$ cat src/rtl/argmax_pkg.sv
`default_nettype none
// ============================================================================
// Module   : argmax_pkg
// Purpose  : Shared types and helpers for the streaming top-2 argmax block:
//            FSM state encoding, signed-range helper and index-width check.
// Revision : 1.0 - initial streaming top-2 release
// ============================================================================
package argmax_pkg;

  // Output handshake FSM: accumulate beats, then hold the result.
  typedef enum logic [0:0] {
    ST_ACC = 1'b0,
    ST_OUT = 1'b1
  } state_t;

  // Most negative value representable in a two's-complement field of 'width'.
  function automatic longint min_signed(input int width);
    return -(longint'(1) << (width - 1));
  endfunction

  // True when an index field of 'idx_width' bits can address 'num_class' classes.
  function automatic bit idx_fits(input int num_class, input int idx_width);
    return (longint'(1) << idx_width) >= longint'(num_class);
  endfunction

  // Default configuration and its width sanity check.
  localparam int c_DEF_NUM_CLASS  = 10;
  localparam int c_DEF_DATA_WIDTH = 29;
  localparam int c_DEF_IDX_WIDTH  = 8;
  localparam bit c_DEF_IDX_FITS   = idx_fits(c_DEF_NUM_CLASS, c_DEF_IDX_WIDTH);

endpackage : argmax_pkg
`default_nettype wire

$ cat src/rtl/top2_update.sv
`default_nettype none
// ============================================================================
// Module   : top2_update
// Purpose  : Combinational best/second-best update for one new signed score.
//            Ties keep the earlier (lower) index because only strict
//            greater-than comparisons ever displace a held entry.
// Revision : 1.0 - initial streaming top-2 release
// ============================================================================
module top2_update
  import argmax_pkg::*;
#(
  parameter int DATA_WIDTH = 29,
  parameter int IDX_WIDTH  = 8
) (
  input  logic                         first,
  input  logic [IDX_WIDTH-1:0]         idx,
  input  logic signed [DATA_WIDTH-1:0] data,
  input  logic signed [DATA_WIDTH-1:0] cur_best,
  input  logic [IDX_WIDTH-1:0]         cur_best_idx,
  input  logic signed [DATA_WIDTH-1:0] cur_second,
  input  logic [IDX_WIDTH-1:0]         cur_second_idx,
  input  logic                         cur_second_valid,
  output logic signed [DATA_WIDTH-1:0] nxt_best,
  output logic [IDX_WIDTH-1:0]         nxt_best_idx,
  output logic signed [DATA_WIDTH-1:0] nxt_second,
  output logic [IDX_WIDTH-1:0]         nxt_second_idx,
  output logic                         nxt_second_valid
);

  // Select the next top-2 pair; the second slot mirrors best until a second beat arrives.
  always_comb begin
    nxt_best         = cur_best;
    nxt_best_idx     = cur_best_idx;
    nxt_second       = cur_second;
    nxt_second_idx   = cur_second_idx;
    nxt_second_valid = cur_second_valid;
    if (first) begin
      nxt_best         = data;
      nxt_best_idx     = idx;
      nxt_second       = data;
      nxt_second_idx   = idx;
      nxt_second_valid = 1'b0;
    end else if (data > cur_best) begin
      nxt_second       = cur_best;
      nxt_second_idx   = cur_best_idx;
      nxt_second_valid = 1'b1;
      nxt_best         = data;
      nxt_best_idx     = idx;
    end else if (!cur_second_valid || (data > cur_second)) begin
      nxt_second       = data;
      nxt_second_idx   = idx;
      nxt_second_valid = 1'b1;
    end
  end

endmodule : top2_update
`default_nettype wire

$ cat src/rtl/argmax_top2_stream.sv
`default_nettype none
// ============================================================================
// Module   : argmax_top2_stream
// Purpose  : Streaming argmax over one signed class score per beat. Reports
//            predicted and runner-up class, best score, top-1/top-2 margin and
//            a frame-length error on a held valid/ready result interface.
// Revision : 1.0 - initial streaming top-2 release
// ============================================================================
module argmax_top2_stream
  import argmax_pkg::*;
#(
  parameter int NUM_CLASS  = 10,
  parameter int DATA_WIDTH = 29,
  parameter int IDX_WIDTH  = 8
) (
  input  logic                  clk,
  input  logic                  rst,
  input  logic                  in_valid,
  output logic                  in_ready,
  input  logic [DATA_WIDTH-1:0] in_data,
  input  logic                  in_last,
  output logic                  out_valid,
  input  logic                  out_ready,
  output logic [IDX_WIDTH-1:0]  predict,
  output logic [IDX_WIDTH-1:0]  second,
  output logic [DATA_WIDTH-1:0] max_score,
  output logic [DATA_WIDTH:0]   margin,
  output logic                  frame_err
);

  localparam logic [IDX_WIDTH-1:0] c_LAST_IDX = IDX_WIDTH'(NUM_CLASS - 1);

  // Refuse to elaborate a configuration whose index field cannot hold every class.
  generate
    if (!idx_fits(NUM_CLASS, IDX_WIDTH) || (NUM_CLASS < 2)) begin : g_param_check
      $error("argmax_top2_stream: IDX_WIDTH too small or NUM_CLASS < 2");
    end
  endgenerate

  state_t                         r_state;
  state_t                         w_next_state;
  logic                           r_in_ready;
  logic                           r_out_valid;
  logic [IDX_WIDTH-1:0]           r_cnt;

  logic signed [DATA_WIDTH-1:0]   r_best;
  logic [IDX_WIDTH-1:0]           r_best_idx;
  logic signed [DATA_WIDTH-1:0]   r_second;
  logic [IDX_WIDTH-1:0]           r_second_idx;
  logic                           r_second_valid;

  logic signed [DATA_WIDTH-1:0]   w_nxt_best;
  logic [IDX_WIDTH-1:0]           w_nxt_best_idx;
  logic signed [DATA_WIDTH-1:0]   w_nxt_second;
  logic [IDX_WIDTH-1:0]           w_nxt_second_idx;
  logic                           w_nxt_second_valid;

  logic [IDX_WIDTH-1:0]           r_predict;
  logic [IDX_WIDTH-1:0]           r_second_out;
  logic [DATA_WIDTH-1:0]          r_max_score;
  logic [DATA_WIDTH:0]            r_margin;
  logic                           r_frame_err;

  logic                           w_accept;
  logic                           w_at_last;
  logic                           w_close;
  logic                           w_len_err;
  logic [DATA_WIDTH:0]            w_margin;

  // in_ready is only ever high in ACC, so a handshake implies the accumulate state.
  assign w_accept  = in_valid && r_in_ready;
  assign w_at_last = (r_cnt == c_LAST_IDX);
  assign w_close   = w_accept && (in_last || w_at_last);
  // Exactly one of the two closing conditions firing means the frame length was wrong.
  assign w_len_err = in_last ^ w_at_last;
  // Sign-extend both operands one bit so the difference never wraps; best >= second.
  assign w_margin  = {w_nxt_best[DATA_WIDTH-1], w_nxt_best}
                   - {w_nxt_second[DATA_WIDTH-1], w_nxt_second};

  top2_update #(
    .DATA_WIDTH (DATA_WIDTH),
    .IDX_WIDTH  (IDX_WIDTH)
  ) u_top2_update (
    .first            (r_cnt == '0),
    .idx              (r_cnt),
    .data             (in_data),
    .cur_best         (r_best),
    .cur_best_idx     (r_best_idx),
    .cur_second       (r_second),
    .cur_second_idx   (r_second_idx),
    .cur_second_valid (r_second_valid),
    .nxt_best         (w_nxt_best),
    .nxt_best_idx     (w_nxt_best_idx),
    .nxt_second       (w_nxt_second),
    .nxt_second_idx   (w_nxt_second_idx),
    .nxt_second_valid (w_nxt_second_valid)
  );

  // Next-state logic: close a frame into OUT, release back to ACC on out_ready.
  always_comb begin
    w_next_state = r_state;
    case (r_state)
      ST_ACC:  if (w_close)   w_next_state = ST_OUT;
      ST_OUT:  if (out_ready) w_next_state = ST_ACC;
      default: w_next_state = ST_ACC;
    endcase
  end

  // State register with registered handshake flags derived from the next state.
  always_ff @(posedge clk or negedge rst) begin
    if (!rst) begin
      r_state     <= ST_ACC;
      r_in_ready  <= 1'b0;
      r_out_valid <= 1'b0;
    end else begin
      r_state     <= w_next_state;
      r_in_ready  <= (w_next_state == ST_ACC);
      r_out_valid <= (w_next_state == ST_OUT);
    end
  end

  // Beat counter: restarts at every frame close, otherwise saturates at the last class.
  always_ff @(posedge clk or negedge rst) begin
    if (!rst) begin
      r_cnt <= '0;
    end else if (w_close) begin
      r_cnt <= '0;
    end else if (w_accept && !w_at_last) begin
      r_cnt <= r_cnt + 1'b1;
    end
  end

  // Running top-2 state, updated on every accepted beat.
  always_ff @(posedge clk or negedge rst) begin
    if (!rst) begin
      r_best         <= '0;
      r_best_idx     <= '0;
      r_second       <= '0;
      r_second_idx   <= '0;
      r_second_valid <= 1'b0;
    end else if (w_accept) begin
      r_best         <= w_nxt_best;
      r_best_idx     <= w_nxt_best_idx;
      r_second       <= w_nxt_second;
      r_second_idx   <= w_nxt_second_idx;
      r_second_valid <= w_nxt_second_valid;
    end
  end

  // Result registers capture the post-update values of the closing beat and then hold.
  always_ff @(posedge clk or negedge rst) begin
    if (!rst) begin
      r_predict    <= '0;
      r_second_out <= '0;
      r_max_score  <= '0;
      r_margin     <= '0;
      r_frame_err  <= 1'b0;
    end else if (w_close) begin
      r_predict    <= w_nxt_best_idx;
      r_second_out <= w_nxt_second_idx;
      r_max_score  <= w_nxt_best;
      r_margin     <= w_margin;
      r_frame_err  <= w_len_err;
    end
  end

  assign in_ready  = r_in_ready;
  assign out_valid = r_out_valid;
  assign predict   = r_predict;
  assign second    = r_second_out;
  assign max_score = r_max_score;
  assign margin    = r_margin;
  assign frame_err = r_frame_err;

endmodule : argmax_top2_stream
`default_nettype wire

$ cat config.mk
export PLATFORM = sky130hd
export DESIGN_NAME = argmax_top2_stream
export DESIGN_NICKNAME = d
export VERILOG_FILES = /design/src/rtl/argmax_pkg.sv /design/src/rtl/top2_update.sv /design/src/rtl/argmax_top2_stream.sv
export SDC_FILE = /design/constraint.sdc
export NUM_CORES = 1
export LEC_CHECK = 0
export CAP_MARGIN = 20
export CORE_ASPECT_RATIO = 0.6
export CORE_MARGIN = 5
export CORE_UTILIZATION = 55
export DETAILED_ROUTE_END_ITERATION = 6
export GPL_ROUTABILITY_DRIVEN = 1
export GPL_TIMING_DRIVEN = 0
export PLACE_DENSITY = 0.86
export SLEW_MARGIN = 20
export SYNTH_ARGS = -nofsm -noshare
export SYNTH_HDL_FRONTEND = slang
export SYNTH_SLANG_ARGS = --single-unit
$ cat constraint.sdc
create_clock -name clk -period 13.65 [get_ports clk]
set_clock_uncertainty 0.1 [all_clocks]
set_input_delay 4.095 -clock clk [delete_from_list [all_inputs] [get_ports clk]]
set_output_delay 4.095 -clock clk [all_outputs]
set_load 0.005 [all_outputs]
==> flow_summary.yaml <==
critical_path:
  cpMaxStageDelayCell: "mux2i_1"
  startpoint_type: "input pin"
  end_kind: "flip-flop"
  worstPathRequired_ns: 13.87
  path_max_fanout: 10
  cp_cell_sequence: "clkdlybuf4s50_1 > ha_1 > nand4_1 > nor4_1 > o41ai_1 > nand2_1 > mux2i_1 > and2_1 > buf_6 > buf_6 > mux2i_1 > inv_1 > ha_1 > nor2b_1 > o31ai_1 > a21oi_1 > a32oi_1 > a21oi_1 > a41o_1 > a221oi_1 > nand4b_1 > o311ai_0"
  critPathMaxStageDelay_ns: 0.59
  cp.arrival_ns: 10.94
  path_class: "input pin to flip-flop"
routing:
  antenna_left: 0
  drc: 0
  via_per_inst: 6.47
  vias: 9431
  firstDrtPassIters: 7
  drt-initial-drc-count: 1322
  routed_wl_microns: 32900
  wl_per_cell_microns: 22.6
synth:
  syn-cell-area_sq_mm: 0.0105
  synthDominantCellAreaShare_pct: 38.5
  seq_area_frac_synth_pct: 38.5
  synth_edf_count: 0
  yosys.area_share.xor_xnor_pct: 1.84
  synthAdderAreaFrac_pct: 11.1
  async_flop_share_pct: 100
  muxShareOfSynthArea_pct: 10.9
  synth_top_family_by_area: "compound AO/OA/AOI/OAI gates"
  synth_compound_area_share_pct: 20.3
  synth_most_common_cell: "dfrtp_1"
  ys_ff_latch: 161
  yosys_most_used_dff: "dfrtp_1"
  syn_nets: 1194
  synth_cell_type_count: 74
  yosysTopAreaCell: "dfrtp_1"
  synth_area_per_cell_sq_um: 9.79
  synth_warnings: 0
  synth_commonest_cells: "dfrtp_1 (161), ha_1 (91), nand2_1 (82), mux2_2 (81), inv_1 (74)"
  synth-simple-area-share_pct: 12.0
  synth_area_leaders: "dfrtp_1 (39%), ha_1 (11%), mux2_2 (8.7%)"
  synthCells: 1068
placement:
  dp_hpwl_microns: 24600
  place_congestion: 0.994
  port-buffer-count: 111
pwr:
  peakVddDrop_v: 0.000142
  powerDensity_mw_per_mm2: 301
  p_total_mw: 3.76
  p_leak_nw: 5.62
global_routing:
  grt_util_all_layers_pct: 30.1
  grt_pass1_wl_microns: 51400
  grt_pass1_vias: 9048
  grt_antenna_before_repair: 0
  grt_max_degree: 99
  overflow: 0
status:
  outcome: "finished, final reports clean"
timing:
  relSlewSlack_pct: 42.0
  fin_crit_sh_pct: 78.6
  finalCriticalPeriod_ns: 10.73
  drv_slew: 0
  tns_ns: 0
  rsz0062_at_grt: "false"
  max_freq_mhz: 93.2
  hold_viol: 0
  worstMarginPinSlew_ns: 0.871
  setup_viol: 0
floorplanning:
  die_area_sq_mm: 0.0219
  core-area_sq_mm: 0.0188
  die_x_microns: 188
  ios: 112
  die_y_microns: 117
  rows: 39
  start_util_pct: 55.5
cts:
  cts_sinks: 161
  worstSkewPairLatency_ns: 0.44
  clockRootBuffer: "clkbuf_16"
  cts_tree: "built"
  clockBufferDepth: 2
  numCtsBuffers: 17
  cts-resized-gates: 0
  cts-hold-fix-buffers: 0
  cts_max_level: 4
  post_cts_buffers: 0
  clkTransAtPathRegs_ns: 0.07
job:
  cap_violations: 0
final_layout:
  drive_gt1_share_pct: 13.0
  area_growth_pct: 19.6
  n_antenna_cell: 0
  fin_nets: 1325
worst_hold_path:
  worstHoldPathType: "flip-flop to flip-flop"
-- cells in the final DEF (no fill, tap or decap), drive strengths merged, types with 8 or more instances in the layout --
cell / count
mux2: 84
o21ai: 64
a21o: 11
buf: 22
mux2i: 19
a21oi: 57
a32o: 14
a22oi: 28
nand3: 20
clkdlybuf4s50: 110
dfrtp: 161
nand4: 20
ha: 91
inv: 84
o22a: 27
o21a: 30
xnor2: 8
nor3: 11
xor2: 14
or2: 11
nand2: 82
nor2: 59
clkbuf: 54
o22ai: 26
-- cell families (layout without fill, tap and decap cells) --
| family | after synthesis | in the layout |
|---|---|---|
| AOI/OAI and AO/OA | 308 | 308 |
| buffers and inverters | 130 | 274 |
| and+or+nand+nor | 252 | 252 |
| xor gates and xnor gates | 22 | 22 |
| DFF | 161 | 161 |
| adders and majority gates | 92 | 92 |
| muxes | 103 | 103 |
-- state kept, by name (all words and copies together), names as in the netlist --
name            cells
in_ready            1
margin             30
predict             8
max_score          29
r_second           29
r_best             29
r_second_valid      1
frame_err           1
r_cnt               8
r_best_idx          8
r_second_idx        8
out_valid           1
second              8
-- critical path: cells and delay by family --
family / cells / cell delay [ns]
adder cells (fa/ha/maj): 2 / 0.72
buffers and inverters: 4 / 1.02
AND/OR/NAND/NOR: 6 / 1.43
AO/OA/AOI/OAI: 8 / 2.60
multiplexers: 2 / 1.05
-- metrics by stage --
stage / hold slack (ns) / instance area (sq um) / util [%] / setup WS (ns) / cells
after global routing: 0.420 / 12500 / 66.3 / 2.74 / 1458
after global placement: 0.352 / 11900 / 63.0 / 1.73 / 1425
after floorplan: 0.342 / 10500 / - / 5.16 / 1068
after CTS: 0.385 / 12500 / 66.3 / 3.37 / 1458
final: 0.379 / 12500 / 66.3 / 2.92 / 1458
after detailed placement: 0.362 / 11900 / 63.2 / 3.12 / 1426
-- per-layer routing --
layer  GRT usage, %  wire (microns)  vias up
li1               -               -     4188
met1           45.0           14600     4604
met2           41.5           13000      593
met3           12.0            4870       46
met4           5.38             379        0
met5              0               0        -
-- layout make-up --
cell class	count	area (sq um)
Tap cell	246	308
Fill cell	1452	6340
Clock inverter	14	165
Sequential cell	161	4030
Timing Repair Buffer	112	1140
Buffer	56	284
Clock buffer	18	429
Inverter	74	278
Multi-Input combinational cell	777	5860
-- power by group --
part           leakage (nW)  internal (mW)  switching, mW
sequential             1.96          0.684          0.157
clock                 0.291          0.276          0.220
combinational          3.36           1.05           1.38
-- worst paths after layout --
kind | cells after the start | to | from | slack (ns)
setup / recovery | 22 | margin[27] | in_data[27] | 2.92
hold / removal | 2 | predict[7] | predict[7] | 0.38
setup reg to reg | 22 | margin[27] | r_best[27] | 6.77
hold reg to reg | 2 | predict[7] | predict[7] | 0.38
max in group asynchronous | 2 | r_second[5] | rst | 9.07
min in group asynchronous | 1 | r_second[17] | rst | 3.50
No activity file was read; power rests on OpenSTA's default activity.
==> patch, RTL diff (same settings) <==
Put one more register stage on the output `predict`. The value now appears one clock later. The other outputs are not delayed to match.
--- a/src/rtl/argmax_top2_stream.sv
+++ b/src/rtl/argmax_top2_stream.sv
@@ -167,5 +167,7 @@
   assign in_ready  = r_in_ready;
   assign out_valid = r_out_valid;
-  assign predict   = r_predict;
+  always_ff @(posedge clk) begin
+    predict <= r_predict;
+  end
   assign second    = r_second_out;
   assign max_score = r_max_score;
Check against the original RTL: not equivalent (Yosys sat finds a counterexample within 4 cycles, from zero or initial values and one cycle with rst low).
==> patch against the original RTL <==
- design area is 5.7% higher
- worst setup slack improved by 560 ps
- sequential cell count up 8
- synthesized area grew 6.3%
- non-clock buffer count up 15
- first-iteration DRC count increased by 27%
- sequential share of layout area shrank 0.52 points
- routed wire length up 14%
- critical path type unchanged
Power is not shown: default switching activity piles up to over one toggle a cycle in this logic, so the estimate is an artifact.
==> patch: results <==
group,metric,value,unit
status,outcome,"completed",
clock_network,insertion_delay,450,ps
detailed_routing,drtPass1Iterations,7,
grt,grt_max_degree,59,
worst_hold_path,hold_depth,0,
detailed_routing,vias,10567,
detailed_routing,wl,37.7,mm
placed_design,place_congestion,1.04,
detailed_routing,routed_via_density,6.73,
yosys,yosys_warnings,0,
detailed_routing,met1Wirelength,16.1,mm
detailed_routing,top_layer,"met5",
layout,diodes,0,
critical_path,timing.rr.end,"margin[25]",
clock_network,cts_buffer_depth,2,
worst_hold_path,min_to,"predict[2]",
detailed_routing,wl_met2,14.6,mm
grt,grt_pass1_wl,57.9,mm
critical_path,cp_max_fo,10,
grt,grt_pass1_vias,10016,
critical_path,regToRegStartpoint,"r_best[10]",
critical_path,reg2reg_depth,21,
yosys,ys_seq_area_share,37.7,%
detailed_routing,ant_nets,0,
yosys,synth_cell_types,82,
grt,antenna_found_initial,1,
yosys,syn_area_per_cell,9.63,um^2
layout,largest_register_ffs,30,
placed_design,dp_hpwl,28.2,mm
layout,num-nets-final,1411,
layout,drive_above_1_share,10.8,%
yosys,async_flop_share,95.3,%
layout,fillCellCount,1572,
yosys,syn-num-nets,1279,
detailed_routing,wl_met3,6.30,mm
sta,tightest_slew,894,ps
critical_path,crit_arrival,10450,ps
clock_network,clkTransAtPathRegs,70,ps
placed_design,port_buffers,111,
detailed_routing,drt-initial-drc-count,1674,
critical_path,r2r_slack,7340,ps
clock_network,cts_resized,0,
clock_network,postCtsSetupBuffers,0,
placed_design,dp.cells,1539,
grt,grt_usage,31.7,%
worst_hold_path,hp-class,"reg2reg",
clock_network,cts_htree_levels,4,
yosys,ys_top_cells_by_count,"161 x dfrtp_1, 99 x inv_1, 91 x ha_1, 66 x nand2_1, 62 x o21ai_0",
yosys,synthFlopType,"dfrtp_1",
worst_hold_path,hold_start,"r_predict[2]",
clock_network,root_buffer,"clkbuf_16",
placed_design,place_area,12600,um^2
sta,holdWs,271,ps
yosys,synth.area.top_cells,"dfrtp_1 36%, ha_1 10%, a221oi_2 3.8%",
grt,overflow,0,
clock_network,cts_inserted_buffers,17,
==> patch: critical path: stages <==
cell             delay (ps)
clkdlybuf4s50_1         670
ha_1                    300
a21oi_1                 190
o21ai_0                 170
a2111oi_0               830
a21oi_1                 270
o211ai_2                350
buf_2                   320
buf_2                   310
nor3_1                   70
a31oi_1                 160
o22ai_1                 170
ha_1                    350
clkbuf_1                280
nand2_1                 130
nor3_1                  440
nand3_1                 140
o221ai_1                370
a21oi_1                 240
or4b_1                  500
nand3_1                  70
==> patch: worst max path at each step <==
stage	to	cells past startpoint	startpoint	slack [ps]
after CTS	margin[25]	21	in_data[10]	3830
after global routing	margin[25]	21	in_data[12]	3310
after floorplan	margin[22]	20	in_data[28]	5250
after global placement	max_score[15]	1	rst	1790
final	margin[25]	21	in_data[10]	3480
after detailed placement	margin[25]	21	in_data[10]	3440
==> patch: cells by family after synthesis <==
kind of cell,synth area share (%)
flip-flops,37.7
AND/OR/NAND/NOR,12.2
AO/OA/AOI/OAI,24.7
adder cells (fa/ha/maj),10.4
multiplexers,6.70
buffers and inverters,6.50
XOR/XNOR,1.73
==> patch: area by class of cell <==
type | instances | area share (%)
inverters | 99 | 2.81
well taps | 273 | 2.59
multi-input cells | 815 | 46.9
flip-flops and latches | 169 | 31.7
clock inverters | 14 | 1.19
clock buffers | 18 | 3.25
repair buffers | 113 | 8.87
plain buffers | 70 | 2.65
==> patch: per-stage QoR <==
step	util (%)	worst slack (ps)
floorplan	-	5250
global placement	63.1	1790
detailed placement	63.4	3440
CTS	66.3	3830
global route	66.3	3310
finish	66.3	3480
==> patch: routing by layer <==
layer | track usage, % | vias to the layer above
li1 | - | 4600
met1 | 45.0 | 5105
met2 | 42.2 | 777
met3 | 16.0 | 83
met4 | 8.36 | 2
met5 | 0 | -
